`src/rtl/syndrome_loader_pkg.sv`:
```
// syndrome_loader_pkg
//   Shared types and constant functions for the syndrome stream loader and
//   its benches: loader FSM state encoding, derived widths (PU_COUNT and
//   payload words per round) and the (i,j,k) -> vector bit mapping.
package syndrome_loader_pkg;

  typedef enum logic [2:0] {
    ST_IDLE,
    ST_LOAD,
    ST_START,
    ST_WAIT,
    ST_DONE
  } state_t;

  // Number of processing units (syndrome bits) in one round.
  function automatic int calc_pu_count(input int dx, input int dz, input int rounds);
    return dx * dz * rounds;
  endfunction

  // Payload words needed to carry pu bits in w-bit words (ceiling divide).
  function automatic int calc_words(input int pu, input int w);
    return (pu + w - 1) / w;
  endfunction

  // Bit position of syndrome (i,j,k) inside is_error_syndromes.
  function automatic int index_of(input int i, input int j, input int k,
                                  input int dx, input int dz);
    return i * dz + j + k * dz * dx;
  endfunction

endpackage

```
`src/rtl/masked_popcount.sv`:
```
// masked_popcount
//   Combinational popcount of W data bits, counting only bits whose mask bit
//   is set.
//   Ports:
//     i_data  [W-1:0]  word to count
//     i_mask  [W-1:0]  1 = bit participates
//     o_count [CW-1:0] number of set, unmasked bits
module masked_popcount #(
  parameter int W  = 32,
  parameter int CW = $clog2(W + 1)
) (
  input  logic [W-1:0]  i_data,
  input  logic [W-1:0]  i_mask,
  output logic [CW-1:0] o_count
);

  always_comb begin
    o_count = '0;
    for (int b = 0; b < W; b++) begin
      o_count = o_count + CW'(i_data[b] & i_mask[b]);
    end
  end

endmodule

```
`src/rtl/syndrome_stream_loader.sv`:
```
// syndrome_stream_loader
//   Feeds the left/right stage-controller decoder pair. Takes a valid/ready
//   word stream where each round is one header word (test ID) followed by
//   WORDS_PER_ROUND packed syndrome words, builds the PU_COUNT-bit syndrome
//   vector, pulses new_round_start, then holds the vector until the decoder
//   reports result_valid or deadlock and signals round_done.
//
//   Build option: SYNDROME_LOADER_ZERO_SKIP_EN -- when defined, a round whose
//   syndrome_count is zero never reaches the decoder; it finishes straight
//   from LOAD into DONE.
//
//   Ports:
//     clk, reset_n         clock, asynchronous active-low reset
//     s_data/s_valid/s_ready  input word stream
//     is_error_syndromes   syndrome vector to decoder
//     new_round_start      one-cycle start pulse to decoder
//     result_valid, deadlock  decoder completion status
//     round_done           one-cycle pulse at end of round
//     round_deadlock       with round_done: round ended by deadlock
//     test_id              header of current round
//     syndrome_count       popcount of loaded vector
//     busy                 header accept through round_done
module syndrome_stream_loader
  import syndrome_loader_pkg::*;
#(
  parameter int CODE_DISTANCE_X    = 3,
  parameter int CODE_DISTANCE_Z    = 2,
  parameter int MEASUREMENT_ROUNDS = (CODE_DISTANCE_X > CODE_DISTANCE_Z) ?
                                     CODE_DISTANCE_X : CODE_DISTANCE_Z,
  parameter int PU_COUNT           = calc_pu_count(CODE_DISTANCE_X, CODE_DISTANCE_Z,
                                                   MEASUREMENT_ROUNDS),
  parameter int IN_WIDTH           = 32,
  parameter int WORDS_PER_ROUND    = calc_words(PU_COUNT, IN_WIDTH)
) (
  input  logic                clk,
  input  logic                reset_n,
  input  logic [IN_WIDTH-1:0] s_data,
  input  logic                s_valid,
  output logic                s_ready,
  output logic [PU_COUNT-1:0] is_error_syndromes,
  output logic                new_round_start,
  input  logic                result_valid,
  input  logic                deadlock,
  output logic                round_done,
  output logic                round_deadlock,
  output logic [31:0]         test_id,
  output logic [15:0]         syndrome_count,
  output logic                busy
);

  localparam int WCW = $clog2(WORDS_PER_ROUND + 1);
  localparam int PCW = $clog2(IN_WIDTH + 1);
  localparam logic [WCW-1:0] LAST_WORD = WCW'(WORDS_PER_ROUND - 1);

  state_t              r_state;
  logic [WCW-1:0]      r_word;
  logic                r_ready;
  logic [PU_COUNT-1:0] r_vec;
  logic                r_nrs;
  logic                r_done;
  logic                r_dlk;
  logic [31:0]         r_tid;
  logic [15:0]         r_cnt;
  logic                r_busy;
  logic                r_lvl_q;

  logic [IN_WIDTH-1:0] w_mask;
  logic [PU_COUNT-1:0] w_vec_next;
  logic [PCW-1:0]      w_pc;
  logic [16:0]         w_sum;
  logic [15:0]         w_cnt_next;
  logic                w_accept;
  logic                w_lvl;
  logic                w_rise;

  // Bits of the current payload word that land inside the vector; the tail
  // of the final word is padding and must not be stored or counted.
  always_comb begin
    w_mask = '0;
    for (int b = 0; b < IN_WIDTH; b++) begin
      w_mask[b] = ((int'(r_word) * IN_WIDTH + b) < PU_COUNT);
    end
  end

  always_comb begin
    w_vec_next = r_vec;
    for (int p = 0; p < PU_COUNT; p++) begin
      if ((p / IN_WIDTH) == int'(r_word)) w_vec_next[p] = s_data[p % IN_WIDTH];
    end
  end

  masked_popcount #(.W(IN_WIDTH), .CW(PCW)) u_popcount (
    .i_data  (s_data),
    .i_mask  (w_mask),
    .o_count (w_pc)
  );

  assign w_sum      = {1'b0, r_cnt} + 17'(w_pc);
  assign w_cnt_next = w_sum[16] ? 16'hFFFF : w_sum[15:0];
  assign w_accept   = s_valid & r_ready;

  // The completion level is sampled every cycle, so a level that is still
  // high from the previous round is already in r_lvl_q when WAIT begins and
  // cannot be mistaken for a fresh edge; only a genuine 0->1 transition while
  // the round is outstanding completes it.
  assign w_lvl  = result_valid | deadlock;
  assign w_rise = w_lvl & ~r_lvl_q;

  always_ff @(posedge clk or negedge reset_n) begin
    if (!reset_n) begin
      r_state <= ST_IDLE;
      r_word  <= '0;
      r_ready <= 1'b0;
      r_vec   <= '0;
      r_nrs   <= 1'b0;
      r_done  <= 1'b0;
      r_dlk   <= 1'b0;
      r_tid   <= '0;
      r_cnt   <= '0;
      r_busy  <= 1'b0;
      r_lvl_q <= 1'b0;
    end else begin
      r_nrs   <= 1'b0;
      r_done  <= 1'b0;
      r_dlk   <= 1'b0;
      r_lvl_q <= w_lvl;
      case (r_state)
        ST_IDLE: begin
          r_ready <= 1'b1;
          if (w_accept) begin
            r_tid   <= 32'(s_data);
            r_vec   <= '0;
            r_cnt   <= '0;
            r_word  <= '0;
            r_busy  <= 1'b1;
            r_state <= ST_LOAD;
          end
        end
        ST_LOAD: begin
          if (w_accept) begin
            r_vec  <= w_vec_next;
            r_cnt  <= w_cnt_next;
            r_word <= r_word + 1'b1;
            if (r_word == LAST_WORD) begin
              r_ready <= 1'b0;
              r_word  <= '0;
`ifdef SYNDROME_LOADER_ZERO_SKIP_EN
              if (w_cnt_next == 16'd0) begin
                r_done  <= 1'b1;
                r_busy  <= 1'b0;
                r_state <= ST_DONE;
              end else begin
                r_nrs   <= 1'b1;
                r_state <= ST_START;
              end
`else
              r_nrs   <= 1'b1;
              r_state <= ST_START;
`endif
            end
          end
        end
        ST_START: r_state <= ST_WAIT;
        ST_WAIT: begin
          if (w_rise) begin
            r_done  <= 1'b1;
            r_dlk   <= deadlock;
            r_busy  <= 1'b0;
            r_state <= ST_DONE;
          end
        end
        ST_DONE: begin
          r_ready <= 1'b1;
          r_state <= ST_IDLE;
        end
        default: r_state <= ST_IDLE;
      endcase
    end
  end

  assign s_ready            = r_ready;
  assign is_error_syndromes = r_vec;
  assign new_round_start    = r_nrs;
  assign round_done         = r_done;
  assign round_deadlock     = r_dlk;
  assign test_id            = r_tid;
  assign syndrome_count     = r_cnt;
  assign busy               = r_busy;

endmodule

```
`config.mk`:
```
export PLATFORM = sky130hd
export DESIGN_NAME = syndrome_stream_loader
export DESIGN_NICKNAME = d
export VERILOG_FILES = /design/src/rtl/syndrome_loader_pkg.sv /design/src/rtl/masked_popcount.sv /design/src/rtl/syndrome_stream_loader.sv
export SDC_FILE = /design/constraint.sdc
export NUM_CORES = 1
export LEC_CHECK = 0
export BUFFER_PORTS_ARGS = -buffer_cell sky130_fd_sc_hd__buf_2
export CAP_MARGIN = 20
export CORE_MARGIN = 3
export CORE_UTILIZATION = 50
export CTS_BUF_LIST = sky130_fd_sc_hd__clkbuf_8
export DETAILED_ROUTE_END_ITERATION = 7
export PLACE_DENSITY_LB_ADDON = 0.1
export RECOVER_POWER = 25
export SKIP_LAST_GASP = 1
export SLEW_MARGIN = 5
export SYNTH_ARGS = -nofsm -noshare
export SYNTH_HDL_FRONTEND = slang
export SYNTH_SLANG_ARGS = --single-unit
```
`constraint.sdc`:
```
create_clock -name clk -period 2.9 [get_ports clk]
set_clock_uncertainty 0.05 [all_clocks]
set_input_delay 0.58 -clock clk [delete_from_list [all_inputs] [get_ports clk]]
set_output_delay 0.58 -clock clk [all_outputs]
set_load 0.005 [all_outputs]
```
======== Word level (Yosys, flattened, before mapping) ========
Index checks and enable logic that the tools add are counted.
word-level totals
  bits in registers ....................... 76
  bits of input ports ..................... 37
  output and inout bits ................... 71
  logic and storage cells ................. 209
operators by class
  add/subtract/negate cells ............... 64
  magnitude comparators ................... 32
  equal/unequal tests ..................... 8
  mux-type cells .......................... 47
  bitwise operators ....................... 36
  reduce and logical (&&, ||, !) cells .... 11
operators by type and width
  operator                                                                      number
  7-bit by 5-bit less-than comparator with 1-bit output, second input constant  31
  6-bit adder                                                                   31
  6-bit by 5-bit adder with 7-bit output, second input constant                 16
  6-bit by 4-bit adder with 7-bit output, second input constant                 8
  16-bit two-way mux                                                            3
  18-bit two-way mux                                                            2
  18-bit case mux with 2 select lines                                           1
  1-bit AND                                                                     34
  1-bit two-way mux                                                             32
  16-bit case mux with 2 select lines                                           1
  6-bit by 3-bit adder with 7-bit output, second input constant                 4
  16-bit by 6-bit adder with 17-bit output                                      1
  6-bit by 2-bit adder with 7-bit output, second input constant                 2
  3-bit two-way mux                                                             4
  3-bit case mux with 4 select lines                                            1
  3-bit AND reduction                                                           3
  2-bit inequality test, second input constant                                  4
  4-bit AND reduction                                                           2
  6-bit by 1-bit adder with 7-bit output, second input constant                 1
  3-bit by 2-bit equality test with 1-bit output, second input constant         2
  6-bit by 5-bit less-than comparator with 1-bit output, second input constant  1
  1-bit case mux with 2 select lines                                            3
  2-bit nonzero test                                                            3
  3-bit by 1-bit equality test with 1-bit output, second input constant         1
  other kinds (7)                                                               7

======== Longest topological paths before layout ========
Gate-level depths: netlist of run 1.
  depth in word-level cells ............... 38
  gate-level depth with buffers ........... 17
  gate-level depth less buffers ........... 17

======== Hierarchy ========
From an unflattened synthesis of run 1, not the netlist that was laid out.
unflattened totals
  cells, all modules ...................... 416
  area total of the unflattened synthesis .. 4,156.5 µm²
by module, submodules not included
  module                  times used  cells an instance  area each (µm²)  seq. area each (µm²)
  syndrome_stream_loader  1           317                3,250.6          1,876.8
  masked_popcount         1           99                 905.9            0.0

======== Least setup slack after synthesis of run 1 ========
No wires, ideal clock.
  path type ............................... in2reg
  start ................................... input s_data[15]
  end ..................................... register r_cnt[11], in the netlist syndrome_count[11]
  library setup time ...................... 81 ps
  arrival ................................. 5,403 ps
  required time ........................... 2,769 ps
  path slack .............................. -2,634 ps
  stages .................................. 17
  buffers on the path ..................... 1
  cell sequence ........................... inv_1 > fa_1 > fa_1 > fa_1 > fa_1 > fa_1 > inv_1 > ha_1 > fa_1 > inv_1 > fa_1 > nor2b_1 > o211ai_1 > a2111oi_4 > buf_6 > and4b_1 > nor3_2
on the way
  longest elaborated chain between the ends .. 22
RTL lines
  element                                   line                           text
  from (decl)                               syndrome_stream_loader.sv:37   input logic [IN_WIDTH-1:0] s_data,
  1-bit AND                                 masked_popcount.sv:20          o_count = o_count + CW'(i_data[b] & i_mask[b]);
  6-bit adder (17 in a row)                 masked_popcount.sv:20
  16-bit by 6-bit adder with 17-bit output  syndrome_stream_loader.sv:98   assign w_sum = {1'b0, r_cnt} + 17'(w_pc);
  16-bit two-way mux                        syndrome_stream_loader.sv:99   assign w_cnt_next = w_sum[16] ? 16'hFFFF : w_sum[15:0];
  16-bit two-way mux                        syndrome_stream_loader.sv:140  if (w_accept) begin
  16-bit case mux with 2 select lines       syndrome_stream_loader.sv:127  case (r_state)
  to (signal assigned)                      syndrome_stream_loader.sv:142  r_cnt <= w_cnt_next;
  to (decl)                                 syndrome_stream_loader.sv:63   logic [15:0] r_cnt;
Every way passes these cells. The select of a mux whose other input is x is not followed.
A chain may end at the register's enable or synchronous reset.

======== Worst setup path after layout of run 1 ========
  start ................................... input s_data[6]
  end ..................................... register r_cnt[8], in the netlist syndrome_count[8]
on the way
  longest elaborated chain between the ends .. 31
RTL lines
  element                                   line
  1-bit AND                                 masked_popcount.sv:20
  6-bit adder (26 in a row)                 masked_popcount.sv:20
  16-bit by 6-bit adder with 17-bit output  syndrome_stream_loader.sv:98
  16-bit two-way mux                        syndrome_stream_loader.sv:99
  16-bit two-way mux                        syndrome_stream_loader.sv:140
  16-bit case mux with 2 select lines       syndrome_stream_loader.sv:127
Every way passes these cells. The select of a mux whose other input is x is not followed.

==> results of run 1 <==
[kinds of logic after synthesis]
logic type | Yosys count | synth area share
buffers and inverters | 49 | 0.05249
xor gates and xnor gates | 6 | 0.01413
and+or+nand+nor | 78 | 0.1110
DFF | 75 | 0.5047
adders and majority gates | 26 | 0.1137
AOI/OAI and AO/OA | 56 | 0.1070
muxes | 32 | 0.09690
[worst min-delay path by stage]
| stage | to | slack (ns) | cells after the start |
|---|---|---|---|
| floorplan | busy | 0.23 | 0 |
| global placement | r_state[0] | 0.40 | 1 |
| detailed placement | r_state[0] | 0.40 | 1 |
| CTS | syndrome_count[8] | 0.36 | 1 |
| global route | r_lvl_q | 0.39 | 3 |
| finish | test_id[26] | 0.40 | 2 |
[flip-flops by register name (all words and copies together), names as in the netlist]
register            flops
test_id                32
is_error_syndromes     18
syndrome_count         16
r_state                 3
busy                    1
new_round_start         1
r_lvl_q                 1
round_deadlock          1
round_done              1
s_ready                 1
[area by class of cell]
cell class                      instances  area [µm²]
Timing Repair Buffer                  141       833.3
Tap cell                               96       120.1
Sequential cell                        75        1877
Fill cell                             549        2088
Clock buffer                            9       123.9
Inverter                               36       145.1
Clock inverter                          7       86.33
Multi-Input combinational cell        198        1745
[power groups by stage]
stage                     clock, mW  sequential (mW)  combinational (mW)
after floorplan                   0             1.72                1.45
after global placement            0             1.70                2.28
after detailed placement          0             1.72                2.35
after CTS                     0.872             1.70                2.45
after global routing          0.927             1.76                2.84
final                         0.859             1.70                2.52
[layer usage]
metal / part of all wire / wire, µm / vias to the layer above / GRT usage
met4: 0.0067 / 55 / 0 / 0.05446
met3: 0.072 / 597 / 4 / 0.07055
li1: - / - / 1391 / -
met1: 0.44 / 3665 / 1473 / 0.2731
met2: 0.48 / 3949 / 107 / 0.3242
met5: 0 / 0 / - / 0
[through the flow]
step	setup WS [ns]	utilization	std cells	TNS, ns	cell area (µm²)
floorplan	-2.610	-	322	-40.01	3749
global placement	-3.061	0.6485	536	-46.47	4552
detailed placement	-3.107	0.6485	536	-47.86	4552
CTS	-2.469	0.6922	558	-38.74	4858
global route	-2.753	0.7025	562	-42.56	4931
finish	-2.552	0.7025	562	-39.49	4931
[timing repair]
action | 4_1_cts | 5_1_grt
buffers inserted | 6 | 4
hold buffers | 0 | 0
pin swaps | 12 | 6
resized for setup | 16 | 12
endpoints found under the setup margin | 16 | 16
[synthesized netlist by cell type (all sizes together) (5+ instances only)]
master / count
nor3: 10
xnor2: 5
o31ai: 17
nand3: 7
nor2: 8
dfrtp: 75
inv: 36
buf: 5
nand2: 33
a21oi: 10
o21ai: 6
ha: 13
mux2: 32
clkbuf: 8
a31oi: 5
fa: 13
==> impl_metrics.tcl, run 1 <==
set metrics [dict create \
    crit_path_top_delay_cell "fa_1" \
    clk_pin_slew_ns 0.08 \
    synth_edf_count 0 \
    path_cells "buf_6 > inv_2 > fa_1 > fa_1 > fa_1 > fa_1 > fa_1 > inv_1 > ha_2 > fa_2 > inv_2 > fa_2 > nor2b_2 > o211ai_1 > a2111oi_4 > buf_4 > and4b_1 > a211oi_2" \
    maxCapViolations 1 \
    yosysTopAreaCellShare 0.5047 \
    r2r_end "syndrome_count[8]" \
    synthDistinctLibCells 43 \
    p_leak_nw 2.495 \
    final_common_cell "buf_2" \
    syn_inst 322 \
    gr-total-overflow 0 \
    cp_top_family "adder cells" \
    failed_checks "capacitance limit, slew limit, setup timing" \
    nets 524 \
    drive_gt1_frac 0.4700 \
    grt_max_degree 76 \
    synth_area_um2 3719 \
    wire_per_inst_um 14.71 \
    p_sw_mw 1.804 \
    power_frac_comb 0.496 \
    cts_htree_levels 3 \
    worstHoldStart "s_data[26]" \
    die_x_um 92.24 \
    crit_path_max_incr_delay_ns 0.57 \
    cts_buffer_depth 2 \
    fp-row-count 30 \
    timing.final.ws_setup_ns -2.552 \
    ys_ff_latch 75 \
    final_cell_mix "100 x buf_2, 75 x dfrtp_1, 34 x buf_4" \
    ys.warnings.count 0 \
    crit_path_start_kind "primary input" \
    start_util 0.5298 \
    hold_path.class "primary input to flop" \
    vias 2975 \
    io_pins 108 \
    crit_type "primary input to flop" \
    synth_nets 385 \
    antennaDiodeCount 0 \
    cp_max_fo 6 \
    pwr_density_cell_nw_per_um2 1029 \
    avgSynthCellArea_um2 11.55 \
    worst-path-stages 18 \
    r2r-start "syndrome_count[0]" \
    die_h_um 92.24 \
    synth_top_area_cell "dfrtp_1" \
    setup_viol 16 \
    total_power_mw 5.074 \
    yosys-top-cells-area "dfrtp_1 50%, mux2_2 9.4%, fa_1 7.0%, ha_1 4.4%, inv_1 3.5%" \
    dp.final_hpwl_mm 5.940 \
    cp-end-kind "flop" \
    power.clock.fraction 0.169 \
    crit_path_frequent_cell "fa_1" \
    finalWirelength_mm 8.267 \
    tightest_slew_ns 1.829 \
    ys_async_sr_fraction 1.000 \
    synthToLayoutAreaGrowth_pct 32.60 \
    final.min_clock_period_ns 5.452 \
    crit_path_start "s_data[6]" \
    ys_seq_area_frac 0.5047 \
    cts_sinks 75 \
    reg2regPathDepth 9 \
    crit_arrival_ns 5.67 \
    synthFlopType "dfrtp_1" \
    rsz0062_at_grt "true" \
    grt_pass1_wl_mm 13.90 \
    cts_tree "yes" \
    final_max_slew_viol_count 76 \
    insertion_delay_ns 0.35 \
    initialDrtViolationCount 139 \
    max_slew_margin -0.2193 \
    dr.pass1.iters 4 \
    die_area_um2 8508 \
    antenna_found_initial 0 \
    place_congestion 0.8608 \
    hold_slack_ns 0.4016 \
    seqPwrFrac 0.335 \
    fin_crit_sh 1.880 \
    r2r_slack_ns 0.46 \
    drc 0 \
    cts_buffers 9 \
    port_buffers 107 \
    grt_usage 0.2058 \
    crit_buf_inv 5 \
    hold_viol 0 \
    ant_nets 0 \
    peakVddDrop_v 0.0006414 \
    fmax_ghz 0.1834 \
    via_per_inst 5.294 \
    swShare 0.3556 \
    cp.required_ns 3.11 \
    status "complete, but fails checks" \
    power.internal_mw 3.270 \
    cp-endpoint "syndrome_count[8]" \
    root_buffer "clkbuf_8" \
    core_um2 7019 \
    grt_pass1_vias 3012 \
]
No activity file was read; power rests on OpenSTA's default activity.
==> run 2: changes to the inputs <==
--- a/config.mk
+++ b/config.mk
@@ -9,8 +9,8 @@
 export CAP_MARGIN = 20
 export CORE_MARGIN = 3
-export CORE_UTILIZATION = 50
+export CORE_UTILIZATION = 49
 export CTS_BUF_LIST = sky130_fd_sc_hd__clkbuf_8
 export DETAILED_ROUTE_END_ITERATION = 7
-export PLACE_DENSITY_LB_ADDON = 0.1
+export PLACE_DENSITY = 0.79
 export RECOVER_POWER = 25
 export SKIP_LAST_GASP = 1
==> constraint.sdc (replaced) <==
create_clock -name clk -period 4.9 [get_ports clk]
set_clock_uncertainty 0.05 [all_clocks]
set_input_delay 0 -clock clk [delete_from_list [all_inputs] [get_ports clk]]
set_output_delay 0 -clock clk [all_outputs]
set_load 0.005 [all_outputs]
==> impl_metrics.tcl, run 2 (same netlist as run 1, synthesis figures left out) <==
set metrics [dict create \
    p_leak_nw 2.547 \
    hold_path.class "primary input to flop" \
    busiest_layer "met2" \
    placed_area_um2 4468 \
    grt_pass1_vias 3094 \
    hold_viol 1 \
    vias 3056 \
    cts_tree "yes" \
    die_h_um 93.12 \
    ant_nets 0 \
    met3_usage 0.04747 \
    status "complete, but fails checks" \
    wire_per_inst_um 15.43 \
    gr-total-overflow 0 \
    final_cell_mix "75 x dfrtp_1, 68 x buf_2, 43 x dlygate4sd3_1" \
    cp_max_fo 6 \
    die_area_um2 8670 \
    largest_register_ffs 32 \
    maxCapViolations 0 \
    crit_arrival_ns 4.99 \
    final.min_clock_period_ns 4.778 \
    crit_type "primary input to flop" \
    nets 550 \
    grt_pass1_wl_mm 14.53 \
    setup_viol 0 \
    die_x_um 93.12 \
    initialDrtViolationCount 124 \
    clk_pin_slew_ns 0.08 \
    peakVddDrop_v 0.0003430 \
    rsz0062_at_grt "true" \
    crit_path_frequent_cell "fa_1" \
    grt_usage 0.2119 \
    cts_htree_levels 3 \
    cp.required_ns 5.11 \
    crit_path_max_incr_delay_ns 0.58 \
    grt_util_met2 0.3593 \
    final_area_um2 5295 \
    cp-end-kind "flop" \
    failed_checks "hold timing" \
    cts_buffer_depth 2 \
    fin_crit_sh 0.9751 \
    antennaDiodeCount 0 \
    antenna_found_initial 0 \
    cts_buffers 9 \
    start_util 0.5100 \
    crit_path_start_kind "primary input" \
    tightest_slew_ns 0.9477 \
    via_per_inst 5.171 \
    insertion_delay_ns 0.33 \
    place_congestion 0.8317 \
    grt_max_degree 76 \
    drc 0 \
    root_buffer "clkbuf_8" \
    crit_path_top_delay_cell "fa_1" \
    pwr_density_cell_nw_per_um2 601.8 \
    core_um2 7292 \
    max_slew_margin 0.3682 \
    drive_gt1_frac 0.3598 \
    final_max_slew_viol_count 0 \
    finalWirelength_mm 9.122 \
    dp.final_hpwl_mm 5.771 \
    fmax_ghz 0.2093 \
    cts_sinks 75 \
    final_common_cell "dfrtp_1" \
    io_pins 108 \
    hold_slack_ns -0.009532 \
    dr.pass1.iters 5 \
    synthToLayoutAreaGrowth_pct 42.40 \
    path_cells "buf_8 > inv_4 > fa_1 > fa_1 > fa_1 > fa_1 > fa_1 > inv_1 > ha_2 > fa_2 > inv_2 > fa_2 > nor2b_2 > o211ai_1 > a2111oi_4 > buf_4 > and4b_1 > a211oi_2" \
    port_buffers 107 \
    globalRouteMet1Util 0.2756 \
    fin_util 0.7262 \
    fp-row-count 31 \
]
==> run 2: cell count changes in the layout (fill, tap and decap cells not counted), sizes merged <==
cell,change
clkbuf,+28
buf,-47
bufinv,+3
inv,-3
dlymetal6s4s,+2
clkinv,+2
clkinvlp,-2
dlygate4sd3,+43
==> run 2: path summary, 6_finish.rpt <==
check	slack [ns]	to	depth (start not counted)	startpoint
max in group asynchronous	3.88	test_id[18]	2	reset_n
hold / removal	-0.01	test_id[13]	2	s_data[13]
min in group asynchronous	0.28	syndrome_count[10]	2	reset_n
hold reg to reg	0.43	is_error_syndromes[0]	2	is_error_syndromes[0]
setup / recovery	0.12	syndrome_count[8]	18	s_data[6]
setup reg to reg	2.15	test_id[16]	5	r_state[1]
==> run 2: cell type report <==
cell class	count	area [µm²]
clock inverter	7	163.9
inverter	36	147.6
fill	528	1997
timing repair buffer	167	1119
clock buffer	9	123.9
sequential	75	1877
multi-input combinational	198	1740
tap	99	123.9
==> run 2: report_power, final <==
part           internal [mW]  total [mW]  switching [mW]
Sequential             0.858        1.01           0.155
Clock                  0.441       0.673           0.232
Combinational          0.793        1.50           0.707
Total                   2.09        3.19            1.09
==> run 2: repair_timing <==
item,4_1_cts,5_1_grt
endpoints found under the setup margin,15,16
setup buffers,1,2
hold buffers,45,0
pin swaps,2,17
hold endpoints to repair,127,0
gates resized for setup,3,34
==> run 2: metrics by stage <==
step                      instances  setup TNS (ns)  worst slack [ns]  power, mW
final                           591               0            0.1221      3.186
after global routing            591         -0.2421          -0.08860      3.429
after CTS                       591               0           0.01741      3.169
after detailed placement        529          -6.206           -0.5012      2.397
after global placement          529          -4.503           -0.3535      2.337
after floorplan                 322        -0.03007          -0.03007      1.875
==> run 2: metal layers <==
metal  vias to the layer above  share of wire
met5                         -              0
met4                         0         0.0078
met3                         8          0.056
met2                       105           0.51
met1                      1493           0.42
li1                       1450              -
==> run 2: critical path: cells and delay by family <==
| kind | cells | cell delay (ns) |
|---|---|---|
| adder cells (fa/ha/maj) | 8 | 3.54 |
| AO/OA/AOI/OAI | 3 | 0.69 |
| AND/OR/NAND/NOR | 2 | 0.35 |
| buffers and inverters | 5 | 0.39 |
==> run 3: changes to the inputs <==
- CORE_UTILIZATION: 49 -> 47
- CTS_BUF_LIST: sky130_fd_sc_hd__clkbuf_8 -> unset
- PLACE_DENSITY: 0.79 -> 0.76
==> impl_metrics.tcl, run 3 (same netlist as run 1, synthesis figures left out) <==
set metrics [dict create \
    status "complete, but fails checks" \
    failed_checks "setup timing" \
    grt_max_degree 76 \
    cts_sinks 75 \
    synthToLayoutAreaGrowth_pct 40.31 \
    peakVddDrop_v 0.0003268 \
    via_per_inst 5.163 \
    setup_viol 3 \
    fp-row-count 31 \
    initialDrtViolationCount 129 \
    tightest_slew_ns 0.9473 \
    multi_input_area_um2 1697 \
    cp_max_fo 4 \
    pwr_density_cell_nw_per_um2 581.4 \
    crit_path_start "s_data[6]" \
    wirelength_met1_mm 3.946 \
    start_util 0.4993 \
    timing.final.ws_setup_ns -0.06661 \
    insertion_delay_ns 0.35 \
    final_common_cell "dfrtp_1" \
    root_buffer "clkbuf_8" \
    fin_crit_sh 1.014 \
    clk_pin_slew_ns 0.08 \
    cp-end-kind "flop" \
    antennaDiodeCount 0 \
    rsz0062_at_grt "true" \
    r2r_end "test_id[8]" \
    die_area_um2 9016 \
    placedCellCount 530 \
    grt_usage 0.2149 \
    die_x_um 94.95 \
    highest_layer "met4" \
    crit_type "primary input to flop" \
    crit_path_frequent_cell "fa_1" \
    p_leak_nw 2.517 \
    regArea_um2 1877 \
    hold_slack_ns 0.03720 \
    hold_path.class "primary input to flop" \
    core_um2 7447 \
    cts_tree "yes" \
    r2r-start "r_state[2]" \
    largest_register_ffs 32 \
    path_cells "buf_8 > inv_4 > fa_1 > fa_1 > fa_1 > fa_1 > fa_1 > inv_1 > ha_2 > fa_2 > inv_2 > fa_2 > nor2b_2 > o211ai_1 > a2111oi_4 > buf_4 > buf_6 > and4b_1 > nor3_2" \
    hold_viol 0 \
    cts_buffer_depth 2 \
    fmax_ghz 0.2013 \
    cp.required_ns 5.13 \
    r2r_slack_ns 2.18 \
    wire_per_inst_um 15.88 \
    cts_buffers 9 \
    place_congestion 0.8666 \
    io_pins 108 \
    layout.cells.non_filler 596 \
    antenna_found_initial 0 \
    crit_path_top_delay_cell "fa_1" \
    worstHoldStart "s_valid" \
    fillers 549 \
    dp.final_hpwl_mm 6.002 \
    drive_gt1_frac 0.3421 \
    reg2regPathDepth 6 \
    nets 557 \
    ant_nets 0 \
    crit_buf_inv 6 \
    drc 0 \
    crit_arrival_ns 5.19 \
    dr_wl_met3_um 435 \
    max_slew_margin 0.3685 \
    final.min_clock_period_ns 4.967 \
    cts_htree_levels 3 \
    die_h_um 94.95 \
    final_cell_mix "75 x dfrtp_1, 71 x buf_2, 48 x dlygate4sd3_1" \
    dr.pass1.iters 5 \
    cp_top_family "adder cells" \
    cp-endpoint "syndrome_count[11]" \
    grt_pass1_wl_mm 14.84 \
    maxCapViolations 0 \
    gr-total-overflow 0 \
    finalWirelength_mm 9.467 \
    crit_path_start_kind "primary input" \
    vias 3077 \
    final_max_slew_viol_count 0 \
    wl_met2_mm 4.845 \
    worst-path-stages 19 \
    crit_path_max_incr_delay_ns 0.57 \
    grt_pass1_vias 3090 \
    port_buffers 107 \
]
==> run 3: worst min path at each step <==
stage	endpoint	slack, ns	cells after the start
3_5_place_dp	new_round_start	0.16	1
2_1_floorplan	busy	-0.35	0
3_3_place_gp	new_round_start	0.15	1
4_1_cts	is_error_syndromes[2]	0.02	4
5_1_grt	r_state[0]	0.06	5
6_report	r_state[0]	0.04	5
==> run 3: stage by stage <==
| stage | TNS [ns] | setup WS, ns | util | total power [mW] | area [µm²] |
|---|---|---|---|---|---|
| 4_1_cts | 0 | 0.006992 | 0.6915 | 3.019 | 5150 |
| 2_1_floorplan | -0.03007 | -0.03007 | - | 1.875 | 3749 |
| 6_report | -0.1055 | -0.06661 | 0.7006 | 3.033 | 5218 |
| 3_5_place_dp | -5.734 | -0.4516 | 0.6010 | 2.408 | 4476 |
| 5_1_grt | -0.9742 | -0.2007 | 0.7006 | 3.259 | 5218 |
| 3_3_place_gp | -4.524 | -0.3661 | 0.6010 | 2.345 | 4476 |
==> run 3: layout make-up <==
type | instances | area share
clock buffer | 9 | 0.02374
tap | 99 | 0.02374
inverter | 36 | 0.02782
sequential | 75 | 0.3597
multi-input combinational | 198 | 0.3252
timing repair buffer | 174 | 0.2245
clock inverter | 5 | 0.01535
==> run 3: what timing repair did <==
action | 4_1_cts | 5_1_grt
resized for setup | 0 | 19
setup endpoints to repair | 6 | 15
hold endpoints to repair | 126 | 1
hold buffers | 47 | 1
setup buffers | 0 | 3
gates cloned | 0 | 0
pin swaps | 3 | 14
==> run 3: per-layer routing <==
metal / track usage / up-vias
met4: 0.09375 / 0
met2: 0.3711 / 113
li1: - / 1455
met3: 0.04223 / 25
met1: 0.2602 / 1484
met5: 0 / -
==> run 3: worst reg2reg max path: cells and delay by family (launching register included) <==
family / cells / cell delay [ns]
buffers and inverters: 3 / 1.10
AND/OR/NAND/NOR: 2 / 0.65
flip-flops: 1 / 0.42
multiplexers: 1 / 0.36
==> run 3: where the power goes <==
| part | leakage (nW) | internal, mW | switching, mW |
|---|---|---|---|
| registers | 0.947 | 0.859 | 0.159 |
| clock network | 0.0972 | 0.280 | 0.228 |
| logic | 1.47 | 0.797 | 0.711 |
| total | 2.52 | 1.94 | 1.10 |
